==> src/rtl/bpm_averager.sv <==
// bpm_averager: accepts BPM samples from the calculator stage, discards
// out-of-range values and single-beat outliers, and keeps a circular window
// of accepted samples. Each accepted sample yields a rounded moving average
// on a valid/ready port.
//
// state  | meaning
// -------+------------------------------------------------------------
// IDLE   | wait for a sample; capture only once the last average is taken
// CHECK  | range and outlier test on the captured sample
// UPDATE | write the sample into the window (or flush and restart it)
// OUTPUT | divide the running sum by fill_count and raise avg_valid
module bpm_averager #(
    parameter int DEPTH      = 4,
    parameter int MIN_BPM    = 30,
    parameter int MAX_BPM    = 220,
    parameter int JUMP       = 30,
    parameter int MAX_REJECT = 3
) (
    input  logic                     clk,
    input  logic                     rst,
    input  logic                     en,
    input  logic [7:0]               bpm_value,
    input  logic                     bpm_valid,
    output logic                     bpm_copied,
    output logic [7:0]               avg_bpm,
    output logic                     avg_valid,
    input  logic                     avg_ready,
    output logic [$clog2(DEPTH):0]   fill_count,
    output logic                     beat_rejected
);

    localparam int PW = $clog2(DEPTH);
    localparam int FW = PW + 1;
    localparam int SW = 8 + PW;
    localparam int NW = SW + 1;
    localparam int RW = $clog2(MAX_REJECT + 1);
    // Outliers seen so far below this count are rejected; reaching it flushes.
    localparam logic [RW-1:0] REJ_LIM = RW'(MAX_REJECT - 1);
    localparam logic [FW-1:0] FULL    = FW'(DEPTH);

    typedef enum logic [1:0] {IDLE, CHECK, UPDATE, OUTPUT} state_t;

    state_t          state;
    state_t          state_nxt;

    logic [7:0]      sample_r;
    logic [7:0]      window [DEPTH];
    logic [SW-1:0]   sum_r;
    logic [PW-1:0]   wr_ptr;
    logic [RW-1:0]   reject_cnt;
    logic            flush_r;

    logic            capture;
    logic            range_fail;
    logic            outlier_rej;
    logic            force_flush;

    logic            in_range;
    logic            is_outlier;
    logic signed [8:0] diff;
    logic [8:0]      abs_diff;
    logic [SW-1:0]   oldest;
    logic [NW-1:0]   avg_num;

    assign in_range   = (sample_r >= 8'(MIN_BPM)) && (sample_r <= 8'(MAX_BPM));
    // The reference is the last published average, consumed or not.
    assign diff       = $signed({1'b0, sample_r}) - $signed({1'b0, avg_bpm});
    assign abs_diff   = diff[8] ? $unsigned(-diff) : $unsigned(diff);
    assign is_outlier = (fill_count != '0) && (abs_diff > 9'(JUMP));
    // Once the window is full the entry at wr_ptr is the oldest one and drops out.
    assign oldest     = (fill_count == FULL) ? SW'(window[wr_ptr]) : '0;
    assign avg_num    = {1'b0, sum_r} + NW'(fill_count >> 1);

    // State register.
    always_ff @(posedge clk or posedge rst) begin
        if (rst) begin
            state <= IDLE;
        end else begin
            state <= state_nxt;
        end
    end

    // Next-state decode and per-state control strobes.
    always_comb begin
        state_nxt   = state;
        capture     = 1'b0;
        range_fail  = 1'b0;
        outlier_rej = 1'b0;
        force_flush = 1'b0;
        case (state)
            IDLE: begin
                if (en && bpm_valid && !avg_valid) begin
                    capture   = 1'b1;
                    state_nxt = CHECK;
                end
            end
            CHECK: begin
                if (!in_range) begin
                    range_fail = 1'b1;
                    state_nxt  = IDLE;
                end else if (is_outlier) begin
                    if (reject_cnt < REJ_LIM) begin
                        outlier_rej = 1'b1;
                        state_nxt   = IDLE;
                    end else begin
                        force_flush = 1'b1;
                        state_nxt   = UPDATE;
                    end
                end else begin
                    state_nxt = UPDATE;
                end
            end
            UPDATE:  state_nxt = OUTPUT;
            OUTPUT:  state_nxt = IDLE;
            default: state_nxt = IDLE;
        endcase
    end

    // Upstream handshake, sample capture, reject pulse and outlier bookkeeping.
    always_ff @(posedge clk or posedge rst) begin
        if (rst) begin
            bpm_copied    <= 1'b0;
            beat_rejected <= 1'b0;
            sample_r      <= '0;
            flush_r       <= 1'b0;
            reject_cnt    <= '0;
        end else begin
            bpm_copied    <= capture;
            beat_rejected <= range_fail | outlier_rej;
            if (capture) begin
                sample_r <= bpm_value;
            end
            if (state == CHECK) begin
                flush_r <= force_flush;
            end
            if (outlier_rej) begin
                reject_cnt <= reject_cnt + 1'b1;
            end else if (state == UPDATE) begin
                reject_cnt <= '0;
            end
        end
    end

    // Window, running sum, write pointer and fill level.
    always_ff @(posedge clk or posedge rst) begin
        if (rst) begin
            for (int i = 0; i < DEPTH; i++) begin
                window[i] <= '0;
            end
            sum_r      <= '0;
            wr_ptr     <= '0;
            fill_count <= '0;
        end else if (state == UPDATE) begin
            if (flush_r) begin
                for (int i = 0; i < DEPTH; i++) begin
                    window[i] <= '0;
                end
                window[0]  <= sample_r;
                sum_r      <= SW'(sample_r);
                wr_ptr     <= PW'(1);
                fill_count <= FW'(1);
            end else begin
                window[wr_ptr] <= sample_r;
                wr_ptr         <= wr_ptr + 1'b1;
                sum_r          <= sum_r + SW'(sample_r) - oldest;
                if (fill_count != FULL) begin
                    fill_count <= fill_count + 1'b1;
                end
            end
        end
    end

    // Rounded average and the downstream valid/ready hold.
    always_ff @(posedge clk or posedge rst) begin
        if (rst) begin
            avg_bpm   <= '0;
            avg_valid <= 1'b0;
        end else if (state == OUTPUT) begin
            avg_bpm   <= 8'(avg_num / NW'(fill_count));
            avg_valid <= 1'b1;
        end else if (avg_valid && avg_ready) begin
            avg_valid <= 1'b0;
        end
    end

endmodule

==> config.mk <==
export PLATFORM = sky130hd
export DESIGN_NAME = bpm_averager
export DESIGN_NICKNAME = d
export VERILOG_FILES = /design/src/rtl/bpm_averager.sv
export SDC_FILE = /design/constraint.sdc
export NUM_CORES = 1
export LEC_CHECK = 0
export ABC_CLOCK_PERIOD_IN_PS = 17780
export BUFFER_PORTS_ARGS = -buffer_cell sky130_fd_sc_hd__buf_2
export CAP_MARGIN = 10
export CORE_MARGIN = 2
export CORE_UTILIZATION = 25
export CTS_CLUSTER_DIAMETER = 30
export DETAILED_ROUTE_END_ITERATION = 16
export MAX_ROUTING_LAYER = met4
export PLACE_DENSITY = 0.4
export SETUP_SLACK_MARGIN = 0.15
export SLEW_MARGIN = 20
export SYNTH_ARGS = -nofsm -noshare
export SYNTH_HDL_FRONTEND = slang
export SYNTH_SLANG_ARGS = --single-unit
==> constraint.sdc <==
create_clock -name clk -period 17.78 [get_ports clk]
set_clock_uncertainty 0.1 [all_clocks]
set_input_delay 0 -clock clk [delete_from_list [all_inputs] [get_ports clk]]
set_output_delay 0 -clock clk [all_outputs]
set_load 0.01 [all_outputs]
Word-level counts from Yosys, hierarchy flattened. Index checks and enable logic that the tools add are counted.

Word-level logic and storage cells: 84. Output and inout bits: 14. Register bits after elaboration: 71. Input bits: 13.

Reduce and logical (&&, ||, !) cells: 13. Mux-type cells: 33. Divide/modulo/power cells: 1. Order comparisons: 6. Add/sub/neg operators: 8. Equality and inequality tests: 6. Bitwise operators: 2.

Operators by type and width (count): $bwmux 32 (1); $mux 32 (1); $mux 8 (4); $bmux 8 s2 (1); $demux 8 s2 (1); $mux 2 (7); $mux 1 (13); $add 10x2->11 (1); $div 11x3->11 (1); $add 10x8->10 (1); $mux 10 (1); $sub 10x8->10 (1); $gt 9x5->1 const B (1); $mux 9 (1); $neg 9->9 (1); $sub 8x8->9 (1); $ge 8x5->1 const B (1); $le 8x8->1 const B (1); $pmux 2 s4 (1); $logic_and 1x1->1 (6); $mux 3 (2); $reduce_bool 2->1 (3); $add 2x1->2 const B (2); $eq 2x2->1 const B (2); other kinds (14) (14).

Logic depth before layout (Yosys ltp).
Depth in word-level cells: 9. Mapped depth: 79. Depth with buffers taken out: 78.

Least setup slack after synthesis. OpenSTA, ideal clock, no wires.

Kind: register to register. From: register fill_count[2]. To: register avg_bpm[0]. Setup time: 0.147 ns. Period minus slack after synthesis: 16.974 ns. Cell stages (with the launch flop): 75. Buffers on the path: 2. Data arrival time: 16.727 ns. Setup slack: 0.806 ns. Required time: 17.533 ns. Path through: dfrtp_1 > buf_2 > inv_1 > fa_1 > nand4b_1 > nor2_1 > ha_1 > a21oi_1 > ha_1 > or3_1 > nand4_1 > o21ai_2 > ha_1 > o211a_1 > or3_1 > and3_1 > a21oi_2 > inv_2 > (+39 left out) > o21a_1 > o21ai_0 > nand2b_1 > or4_1 > a21o_1 > nor2_1 > mux2_2 > ha_1 > o21ai_0 > nand2b_1 > or4_4 > or3_1 > nor2_1 > a21oi_1 > ha_1 > a21o_1 > a2111oi_0 > a41oi_1.

Word-level cells in the longest chain between the ends: 2.

Ends and longest elaborated chain: start, declared (line 28) `output logic [$clog2(DEPTH):0] fill_count,`; start signal, assigned (line 167) `fill_count <= fill_count + 1'b1;`; $add 10x2->11 (line 72) `assign avg_num = {1'b0, sum_r} + NW'(fill_count >> 1);`; $div 11x3->11 (*) (line 179) `avg_bpm <= 8'(avg_num / NW'(fill_count));`; end signal, assigned (line 179); end, declared (line 25) `output logic [7:0] avg_bpm,`.

Mark *: on every way between the ends. The rest lies on a longest branch, timed or not. A chain may end at the register's enable or synchronous reset.

Worst setup path in the final report.
From: register sum_r[0]. To: register avg_bpm[0].

Word-level cells in the longest chain between the ends: 2.

Ends and longest elaborated chain: start, declared (line 48) `logic [SW-1:0] sum_r;`; start signal, assigned (line 159) `sum_r <= SW'(sample_r);`; start signal, assigned (line 165) `sum_r <= sum_r + SW'(sample_r) - oldest;`; $add 10x2->11 (line 72); $div 11x3->11 (line 179).

No other way between the ends.

==> flow_metrics.tcl <==
set metrics [dict create \
    outcome "completed" \
    synthArstFlopShare_pct 100 \
    worst_ep_arrival_time_ps 16720 \
    maximum_number_of_pins_on_one_net_before_global_route_repair 72 \
    drc_errors 0 \
    place.detailed.hpwl_um 13600 \
    drt_iter0_markers 245 \
    ff2ff_setup_slack_ps 1160 \
    yosysMostFrequentCell "sky130_fd_sc_hd__dfrtp_1" \
    mean_number_of_vias_per_cell 4.83 \
    reg2reg_from "sum_r[0]" \
    fillerInstances 2676 \
    boundaryPins 27 \
    dominantRegCellSynth "sky130_fd_sc_hd__dfrtp_1" \
    grt_pass1_wl_um 29800 \
    max_slew_headroom_pct 36.4 \
    clock_sink_count 71 \
    synth.cells.most_frequent "sky130_fd_sc_hd__dfrtp_1, sky130_fd_sc_hd__o21ai_0, sky130_fd_sc_hd__a21oi_1" \
    ff_latch_area_mm2 0.00178 \
    maxCapViolations 0 \
    worstPathRequired_ps 17880 \
    critical_path_buf_inv_count 2 \
    finalCoreUtilization_pct 30.3 \
    worstPathMaxFanout 10 \
    setup.worst_path.start_class "register" \
    timing.critical_path.slowest_stage_cell "sky130_fd_sc_hd__or4_1" \
    timing.final.hold_violations 0 \
    tightestPinTransition_ps 947 \
    syn-mean-instance-area_um2 8.50 \
    multiInputGateArea_mm2 0.00445 \
    fin_ws_ps 1160 \
    yosys_register_bits 71 \
    minimum_period_implied_by_the_final_worst_setup_slack_ps 16620 \
    r2r_cells 72 \
    timing.final.setup_violations 0 \
    die_x_um 164 \
    final_min_period_over_clock_period_pct 93.5 \
    area_leader_netlist "sky130_fd_sc_hd__dfrtp_1" \
    grtUsageTotal_pct 14.6 \
    flow.area_growth_from_synthesis_pct 19.0 \
    drt_pre_antenna_iters 5 \
    design.core.area_mm2 0.0253 \
    synth_warnings 0 \
    antenna_violating_nets_post_route 0 \
    synth.top_cells.by_area "sky130_fd_sc_hd__dfrtp_1, sky130_fd_sc_hd__ha_1, sky130_fd_sc_hd__o21ai_0" \
    fmax_mhz 60.2 \
    setup.worst_path.end_class "register" \
    globalRouteOverflowTotal 0 \
    synth_area_mm2 0.00643 \
    pins_over_slew_limit 0 \
    final.hold.worst_slack_ps 278 \
    io_buffers 26 \
    ctsLongestPathBuffers 2 \
    first_global_vias 5532 \
    timing.critical_path.mode_cell "sky130_fd_sc_hd__ha_1" \
    drt_wl_total_um 18400 \
    cts_tree "done" \
    synth_top_area_share_pct 27.6 \
    synthCells 757 \
    synth-edff-count 0 \
    drive_gt1_share_pct 16.5 \
    cell_family_contributing_the_most_delay_on_the_critical_path "simple AND/OR/NAND/NOR gates" \
    yosysSeqAreaShare_pct 27.6 \
    clk_root_buffer_cell "sky130_fd_sc_hd__clkbuf_16" \
    synthDistinctLibCells 77 \
    antenna_violations_before_repair 1 \
    critical-path-max-stage-delay_ps 550 \
    cts_buffers 9 \
    wire_per_inst_um 16.1 \
    timing_worst_setup_path_type "reg -> reg" \
    worstReg2RegEnd "avg_bpm[0]" \
    placement_setup_slack_ps -56.6 \
    synth_fp_nets 839 \
    clkLatencyLatePin_ps 340 \
    dieHeight_um 164 \
    total_die_area_mm2 0.0270 \
    place.gp.congestion 0.793 \
    initial_core_util_pct 25.5 \
    vias 5515 \
    clk_transition_reported_paths_ps 60 \
    cts-htree-levels 3 \
    core.rowCount 58 \
    final_net_count 890 \
    worst_hold_path_type "in -> async" \
    rsz_0062_raised_after_global_routing "no" \
]
## cells in the final DEF, fill, tap and decap left out, types with 8 or more instances in the layout
master / synthesis / layout
sky130_fd_sc_hd__a211oi_1: 13 / 13
sky130_fd_sc_hd__a21o_1: 13 / 12
sky130_fd_sc_hd__a21oi_1: 63 / 59
sky130_fd_sc_hd__buf_2: 1 / 26
sky130_fd_sc_hd__buf_4: 0 / 26
sky130_fd_sc_hd__clkbuf_16: 0 / 9
sky130_fd_sc_hd__dfrtp_1: 71 / 70
sky130_fd_sc_hd__dlygate4sd3_1: 0 / 12
sky130_fd_sc_hd__fa_1: 10 / 10
sky130_fd_sc_hd__ha_1: 59 / 59
sky130_fd_sc_hd__inv_1: 62 / 61
sky130_fd_sc_hd__mux2_2: 12 / 12
sky130_fd_sc_hd__mux4_2: 8 / 8
sky130_fd_sc_hd__nand2_1: 62 / 61
sky130_fd_sc_hd__nand2b_1: 11 / 10
sky130_fd_sc_hd__nand3_1: 9 / 8
sky130_fd_sc_hd__nor2_1: 56 / 52
sky130_fd_sc_hd__nor2b_1: 35 / 35
sky130_fd_sc_hd__nor3_1: 20 / 20
sky130_fd_sc_hd__o21a_1: 11 / 11
sky130_fd_sc_hd__o21ai_0: 64 / 61
sky130_fd_sc_hd__or3_1: 10 / 9
sky130_fd_sc_hd__xnor2_1: 23 / 23
## sequential cells by signal (all words and copies together), names as in the netlist, named ones only
| name | count |
|---|---|
| window | 32 |
| fill_count | 3 |
| wr_ptr | 2 |
| reject_cnt | 2 |
| sample_r | 8 |
| avg_bpm | 8 |
| bpm_copied | 1 |
| beat_rejected | 1 |
| avg_valid | 1 |
| flush_r | 1 |
| sum_r | 10 |
| state | 1 |
## through the flow
step                      setup TNS, ps  cells  instance area (um2)
after detailed placement          -56.6   1102                 6980
after floorplan                       0    757                 6430
final                                 0   1143                 7650
after CTS                             0   1129                 7440
after global placement                0   1102                 6980
after global routing                  0   1143                 7650
## per-layer routing
metal	part of all wire (%)	GRT usage (%)	vias up	wire length (um)
li1	-	-	2818	-
met1	48	18.7	2620	8870
met2	48	24.0	58	8820
met3	2.2	2.51	19	413
met4	1.8	3.87	0	323
met5	0	-	-	0
## kinds of logic (layout without fill, tap and decap cells)
logic type	after synthesis	in the layout	share of synthesized area, %
flops	71	71	27.6
xor+xnor	30	30	4.08
other cells	0	1	0
compound gates	226	226	22.7
simple gates	239	239	18.7
mux	30	30	6.61
fa+ha+maj	71	71	14.9
buf+inv	90	145	5.39
## area by class of cell
class	count	share of cell area (%)
antenna	1	0.0327
clock buffer	10	2.99
clock inverter	5	1.10
inverter	65	3.20
multi-input combinational	596	58.1
sequential	71	23.2
tap	330	5.39
timing repair buffer	65	5.97
## worst max-delay path by stage
stage | from | to | slack (ps) | cells past startpoint
after floorplan | fill_count[2] | avg_bpm[0] | 810 | 74
after global placement | fill_count[1] | avg_bpm[0] | 270 | 72
after detailed placement | fill_count[1] | avg_bpm[0] | -60 | 74
after CTS | fill_count[1] | avg_bpm[0] | 170 | 74
after global routing | sum_r[0] | avg_bpm[0] | 70 | 76
final | sum_r[0] | avg_bpm[0] | 1160 | 72
## worst reg2reg max path: cells and delay by family (launching register included)
kind	cells	cell delay [ps]
AND/OR/NAND/NOR	25	6020
AO/OA/AOI/OAI	27	4650
buffers and inverters	2	110
adder cells (fa/ha/maj)	14	3940
multiplexers	4	1290
flip-flops	1	380
## repair_timing
action	in CTS	in global routing
endpoints found under the hold margin	81	0
setup endpoints to repair	1	2
setup buffers	0	13
resized for setup	7	28
hold buffers	12	0
pin swaps	0	9
Power is not shown: default switching activity piles up to over one toggle a cycle in this logic, so the estimate is an artifact.
